## src/rtl/led_matrix_scan_pkg.sv

```systemverilog
// Shared types and sizing helpers for the LED row-scan driver.
// Imported by the slot timer, the load interface and the top level.
package led_scan_pkg;

    typedef enum logic {
        S_BLANK = 1'b0,
        S_LIT   = 1'b1
    } phase_e;

    localparam int MAX_LVL = 8;

    function automatic int cnt_w(input int slot);
        return (slot > 1) ? $clog2(slot) : 1;
    endfunction

    function automatic int row_w(input int rows);
        return (rows > 1) ? $clog2(rows) : 1;
    endfunction

    // Brightness codes above MAX_LVL saturate to full duty.
    function automatic logic [3:0] clamp_lvl(input logic [3:0] b);
        return (b > 4'(MAX_LVL)) ? 4'(MAX_LVL) : b;
    endfunction

endpackage

```

## src/rtl/led_matrix_scan_if.sv

```systemverilog
// Frame-load port between the picture generator (master) and the scanner (slave).
// A frame is taken when load and load_ready are both high on a clock edge.
interface led_matrix_scan_if #(
    parameter int ROWS = 8,
    parameter int COLS = 8
);
    logic [ROWS*COLS-1:0] pic_r;
    logic [ROWS*COLS-1:0] pic_g;
    logic                 load;
    logic                 load_ready;

    modport master (output pic_r, output pic_g, output load, input load_ready);
    modport slave  (input pic_r, input pic_g, input load, output load_ready);
endinterface

```

## src/rtl/led_matrix_scan_slot_timer.sv

```systemverilog
// Row-slot timer: owns the in-slot counter, the row index and the blank/lit phase,
// and decodes the brightness step plus slot-start and frame-wrap strobes.
module led_slot_timer
    import led_scan_pkg::*;
#(
    parameter int BLANK = 4,
    parameter int STEP  = 32,
    parameter int ROWS  = 8
) (
    input  logic                     clk,
    input  logic                     rst,
    output phase_e                   o_phase,
    output logic [2:0]               o_step,
    output logic [row_w(ROWS)-1:0]   o_row,
    output logic                     o_slot_start,
    output logic                     o_frame_wrap
);
    localparam int SLOT = BLANK + 8 * STEP;
    localparam int CW   = cnt_w(SLOT);
    localparam int RW   = row_w(ROWS);

    logic [CW-1:0] r_cnt;
    logic [CW-1:0] w_cnt_nxt;
    logic [RW-1:0] r_row;
    logic [RW-1:0] w_row_nxt;
    phase_e        r_state;
    phase_e        w_state_nxt;
    logic          w_cnt_wrap;
    logic [CW-1:0] w_offset;

    assign w_cnt_wrap = (r_cnt == CW'(SLOT - 1));
    assign w_offset   = r_cnt - CW'(BLANK);

    // NOTE: every signal gets its default before the case so no path leaves it unassigned (no latch).
    always_comb begin
        w_cnt_nxt   = r_cnt + CW'(1);
        w_row_nxt   = r_row;
        w_state_nxt = r_state;
        if (w_cnt_wrap) begin
            w_cnt_nxt = '0;
            w_row_nxt = (r_row == RW'(ROWS - 1)) ? '0 : r_row + RW'(1);
        end
        case (r_state)
            S_BLANK: if (w_cnt_nxt == CW'(BLANK)) w_state_nxt = S_LIT;
            S_LIT:   if (w_cnt_wrap)              w_state_nxt = S_BLANK;
            default:                              w_state_nxt = S_BLANK;
        endcase
    end

    // NOTE: state registers use non-blocking assignments so all flops update from pre-edge values.
    always_ff @(posedge clk) begin
        if (rst) begin
            r_cnt   <= '0;
            r_row   <= '0;
            r_state <= S_BLANK;
        end else begin
            r_cnt   <= w_cnt_nxt;
            r_row   <= w_row_nxt;
            r_state <= w_state_nxt;
        end
    end

    assign o_phase      = r_state;
    assign o_step       = (r_state == S_LIT) ? 3'(w_offset / CW'(STEP)) : 3'd0;
    assign o_row        = r_row;
    assign o_slot_start = (r_cnt == '0);
    assign o_frame_wrap = w_cnt_wrap && (r_row == RW'(ROWS - 1));

endmodule

```

## src/rtl/led_matrix_scan.sv

```systemverilog
// Row-scan driver for red/green LED dot-matrix panels with per-row blanking,
// 9-level brightness and a double-buffered frame that swaps only at frame wrap.
module led_matrix_scan
    import led_scan_pkg::*;
#(
    parameter int ROWS  = 8,
    parameter int COLS  = 8,
    parameter int BLANK = 4,
    parameter int STEP  = 32
) (
    input  logic                clk,
    input  logic                rst,
    led_matrix_scan_if.slave    frame_if,
    input  logic [3:0]          bright,
    output logic [ROWS-1:0]     n_row,
    output logic [COLS-1:0]     col_r,
    output logic [COLS-1:0]     col_g,
    output logic                frame_start
);
    localparam int RW = row_w(ROWS);

    typedef logic [ROWS-1:0][COLS-1:0] frame_t;

    frame_t        r_act_r;
    frame_t        r_act_g;
    frame_t        r_pend_r;
    frame_t        r_pend_g;
    logic          r_pend_v;
    logic [3:0]    r_lvl;

    phase_e        w_phase;
    logic [2:0]    w_step;
    logic [RW-1:0] w_row;
    logic          w_slot_start;
    logic          w_frame_wrap;
    logic          w_load_acc;
    logic          w_lit;

    led_slot_timer #(
        .BLANK (BLANK),
        .STEP  (STEP),
        .ROWS  (ROWS)
    ) u_timer (
        .clk          (clk),
        .rst          (rst),
        .o_phase      (w_phase),
        .o_step       (w_step),
        .o_row        (w_row),
        .o_slot_start (w_slot_start),
        .o_frame_wrap (w_frame_wrap)
    );

    assign frame_if.load_ready = !r_pend_v;
    assign w_load_acc          = frame_if.load && !r_pend_v;
    assign w_lit               = (w_phase == S_LIT) && ({1'b0, w_step} < r_lvl);

    // NOTE: the frame buffers are plain registers, so they are cleared by reset and power up dark.
    always_ff @(posedge clk) begin
        if (rst) begin
            r_act_r  <= '0;
            r_act_g  <= '0;
            r_pend_r <= '0;
            r_pend_g <= '0;
            r_pend_v <= 1'b0;
        end else begin
            // A swap cycle always sees pend_v high, so it can never coincide with a load.
            if (w_frame_wrap && r_pend_v) begin
                r_act_r  <= r_pend_r;
                r_act_g  <= r_pend_g;
                r_pend_v <= 1'b0;
            end else if (w_load_acc) begin
                r_pend_r <= frame_if.pic_r;
                r_pend_g <= frame_if.pic_g;
                r_pend_v <= 1'b1;
            end
        end
    end

    always_ff @(posedge clk) begin
        if (rst) begin
            r_lvl <= '0;
        end else if (w_slot_start) begin
            r_lvl <= clamp_lvl(bright);
        end
    end

    // Outputs are the registered decode of the current counter position.
    always_ff @(posedge clk) begin
        if (rst) begin
            n_row       <= '1;
            col_r       <= '0;
            col_g       <= '0;
            frame_start <= 1'b0;
        end else begin
            n_row       <= (w_phase == S_LIT) ? ~(ROWS'(1) << w_row) : '1;
            col_r       <= w_lit ? r_act_r[w_row] : '0;
            col_g       <= w_lit ? r_act_g[w_row] : '0;
            frame_start <= w_slot_start && (w_row == '0);
        end
    end

endmodule
```

## src/flat_wrapper.sv

```systemverilog
// flat-port wrapper written by rule: the top's interface ports become plain ports
module led_matrix_scan_flat import led_scan_pkg::*;
#(
    parameter int ROWS  = 8,
    parameter int COLS  = 8,
    parameter int BLANK = 4,
    parameter int STEP  = 32
)
  (clk, rst, bright, n_row, col_r, col_g, frame_start, frame_if_pic_r, frame_if_pic_g, frame_if_load, frame_if_load_ready);
  led_matrix_scan_if #(.ROWS(ROWS), .COLS(COLS)) frame_if_i ();
  input  logic clk;
  input  logic rst;
  input  logic [3:0] bright;
  output logic [ROWS-1:0] n_row;
  output logic [COLS-1:0] col_r;
  output logic [COLS-1:0] col_g;
  output logic frame_start;
  input wire logic [$bits(frame_if_i.pic_r)-1:0] frame_if_pic_r;
  input wire logic [$bits(frame_if_i.pic_g)-1:0] frame_if_pic_g;
  input wire logic [$bits(frame_if_i.load)-1:0] frame_if_load;
  output wire logic [$bits(frame_if_i.load_ready)-1:0] frame_if_load_ready;
  assign frame_if_i.pic_r = frame_if_pic_r;
  assign frame_if_i.pic_g = frame_if_pic_g;
  assign frame_if_i.load = frame_if_load;
  assign frame_if_load_ready = frame_if_i.load_ready;
  led_matrix_scan #(.ROWS(ROWS), .COLS(COLS), .BLANK(BLANK), .STEP(STEP)) u_core (.clk(clk), .rst(rst), .frame_if(frame_if_i), .bright(bright), .n_row(n_row), .col_r(col_r), .col_g(col_g), .frame_start(frame_start));
endmodule
```

## config.mk

```make
export PLATFORM = sky130hd
export DESIGN_NAME = led_matrix_scan_flat
export DESIGN_NICKNAME = d
export VERILOG_FILES = /design/src/rtl/led_matrix_scan_pkg.sv /design/src/rtl/led_matrix_scan_if.sv /design/src/rtl/led_matrix_scan_slot_timer.sv /design/src/rtl/led_matrix_scan.sv /design/src/flat_wrapper.sv
export SDC_FILE = /design/constraint.sdc
export NUM_CORES = 1
export LEC_CHECK = 0
export BUFFER_PORTS_ARGS = -buffer_cell sky130_fd_sc_hd__buf_2
export CORE_ASPECT_RATIO = 1.2
export CORE_MARGIN = 10
export CORE_UTILIZATION = 61
export CTS_CLUSTER_SIZE = 24
export DETAILED_ROUTE_END_ITERATION = 12
export PLACE_DENSITY = 0.85
export SYNTH_ARGS = -nofsm -noshare
export SYNTH_HDL_FRONTEND = slang
export SYNTH_HIERARCHICAL = 1
export SYNTH_SLANG_ARGS = --single-unit
export TNS_END_PERCENT = 10
```

## constraint.sdc

```tcl
create_clock -name clk -period 6.8 [get_ports clk]
set_clock_uncertainty 0.05 [all_clocks]
set_input_delay 1.02 -clock clk [delete_from_list [all_inputs] [get_ports clk]]
set_output_delay 1.02 -clock clk [all_outputs]
set_load 0.01 [all_outputs]
```

==> metrics.cfg <==
[sta]
fmax_mhz = 284.8
rsz0062_at_grt = no
setup_viol = 0
slew_headroom = 0.2515
worstMarginPinSlew_ps = 1123
hold_viol_final = 0
min_period_ps = 3511
finalCritPeriodShare = 0.5163
totalNegativeSetupSlack_ps = 0
drv_slew = 0
timing.hold.ws_ps = 400.2

[critical_path]
worstPathArrival_ps = 3900
cp-start-kind = register
rrSetupSlack_ps = 3290
end_kind = register
crit_type = register to register
path_max_fanout = 77
required_ps = 7190

[die]
coreArea_mm2 = 0.01838
die_y_um = 170.4
fp.dieW_um = 145.3
ios = 161
floorplan.initialDensity = 0.6257
die-area_mm2 = 0.02477
num_rows = 54

[yosys]
yosys.area.top_type_share = 0.5205
synthesis.area_mm2 = 0.01150
synth_cell_type_count = 47
syn_nets = 1536
yosysSeqAreaShare = 0.5205
synth_top_area_cell = dfxtp_1
synth_ff_type = dfxtp_1
synth.most_common_cell = nand2_1
avgSynthCellArea_um2 = 8.244
synth_area_leaders = dfxtp_1 (52%), nand2_1 (17%), a21oi_1 (11%), mux2i_1 (3.1%), mux2_2 (3.1%)
synthCells = 1395
yosys_warnings = 6
synth_commonest_cells = nand2_1 (524), dfxtp_1 (299), a21oi_1 (260), buf_2 (49), mux2i_1 (36)
synth_edf_count = 0
async_reset_ff_frac = 0
ys_ff_latch = 299

[detailed_routing]
postRouteAntennaNets = 0
route.detailed.drc = 0
viasPerCell = 5.492
drtPass1Iterations = 5
vias = 9661
first_iter_violations = 679
wl_per_cell_um = 16.24
wl_um = 28560

[cts]
htreeDepth = 1
hold_buffers = 0
cts_buffer_depth = 3
insertion_delay_ps = 540
cts_tree = built
clock-root-buffer = clkbuf_16
cts.sinks = 299
numCtsBuffers = 28
cts.clk_slew.worst_paths_ps = 60
postCtsSetupBuffers = 0
ctsResizeCount = 0

[worst_hold_path]
hp-class = register to register

[finish]
nets = 1626
area_growth_pct = 14.09
fillers = 1464
final_layout_size_suffix_gt1_frac = 0.1758
diodes = 0
fin_cells = 1759

[global_routing]
track_usage = 0.2200
grt_max_degree = 183
antenna_found_initial = 0
grt_overflow = 0
grt_pass1_wl_um = 46400
grt_pass1_vias = 9465

[power]
power.density_mw_per_mm2 = 279.0
cellLeakagePower_nw = 4.894
peakVddDrop_mv = 0.2115

[placed_design]
port-buffer-count = 160
gp_congestion = 0.8315
dp.cells = 1707
place_hpwl_um = 18450

[job]
maxCapViolCount = 0

[status]
status = finished clean

-- sequential cells by signal (all words and copies together), names as in the netlist --
register,flops
u_core/col_r,8
u_core/r_pend_r,64
u_core/r_lvl,4
u_core/u_timer/r_cnt,9
u_core/r_pend_g,64
u_core/r_pend_v,1
u_core/u_timer/o_phase,1
u_core/u_timer/o_row,3
u_core/col_g,8
u_core/r_act_g,64
u_core/frame_start,1
u_core/r_act_r,64
u_core/n_row,8
-- cell families after synthesis --
family / Yosys count / synth area share
fa+ha+maj: 6 / 0.006528
compound gates: 307 / 0.1444
flops: 299 / 0.5205
xor+xnor: 6 / 0.004570
mux: 68 / 0.06267
simple gates: 597 / 0.2086
buf+inv: 112 / 0.05277
-- final timing paths --
kind,depth (start not counted),start,to
max,8,u_core/u_timer/r_cnt[5]$_SDFF_PP0_,u_core/r_act_r[43]$_SDFFE_PP0P_
min reg2reg,2,u_core/r_pend_r[44]$_SDFFE_PP0P_,u_core/r_act_r[44]$_SDFFE_PP0P_
max reg2reg,8,u_core/u_timer/r_cnt[5]$_SDFF_PP0_,u_core/r_act_r[43]$_SDFFE_PP0P_
min,2,u_core/r_pend_r[44]$_SDFFE_PP0P_,u_core/r_act_r[44]$_SDFFE_PP0P_
-- cells in the final DEF, fill, tap and decap left out, drive strengths merged, types with 3 or more instances in the layout --
| master | instances |
|---|---|
| nor3 | 19 |
| and3 | 5 |
| clkbuf | 46 |
| o22ai | 17 |
| clkinv | 4 |
| a21oi | 260 |
| mux2i | 36 |
| bufinv | 3 |
| buf | 165 |
| mux2 | 32 |
| dfxtp | 299 |
| inv | 6 |
| nand2 | 524 |
| nor2 | 18 |
| xor2 | 5 |
| nand3 | 7 |
| a22o | 16 |
| nor2b | 9 |
| ha | 6 |
| and2 | 5 |
-- layer usage --
metal,global-route usage,wire [um],vias to the layer above
met5,0,0,-
met4,0.08187,825,0
met3,0.03661,1671,52
met2,0.3831,14250,313
met1,0.2688,11810,4523
li1,-,-,4773
-- layout make-up --
type | count | area [um2] | area share
Clock inverter | 7 | 110.1 | 0.008392
Multi-Input combinational cell | 984 | 4932 | 0.3759
Inverter | 6 | 22.52 | 0.001717
Tap cell | 252 | 315.3 | 0.02403
Timing Repair Buffer | 166 | 854.6 | 0.06513
Clock buffer | 45 | 895.9 | 0.06828
Sequential cell | 299 | 5989 | 0.4565
-- report_power, final --
| part | internal (mW) | total [mW] | switching (mW) |
|---|---|---|---|
| Clock | 1.01 | 1.65 | 0.639 |
| Sequential | 1.80 | 1.83 | 0.0314 |
| Combinational | 0.0691 | 0.180 | 0.111 |
| Total | 2.88 | 3.66 | 0.782 |
-- worst max-delay path: stages (launching register included) --
cell and delay (ps):
dfxtp_1 380, or4_4 590, nor3_2 170, and3_1 340
and2_2 230, and2_4 510, buf_4 740, nand2_1 170
a21oi_1 200
-- per-stage QoR --
step / setup WS (ps) / instance area [um2] / power (mW) / util
2_1_floorplan: 4327 / 11500 / 1.973 / -
3_3_place_gp: 3472 / 12110 / 2.040 / 0.6592
3_5_place_dp: 3391 / 12110 / 2.045 / 0.6592
4_1_cts: 3330 / 13120 / 3.682 / 0.7139
5_1_grt: 3080 / 13120 / 3.776 / 0.7139
6_report: 3289 / 13120 / 3.661 / 0.7139
Power figures use the tool's default switching activity.
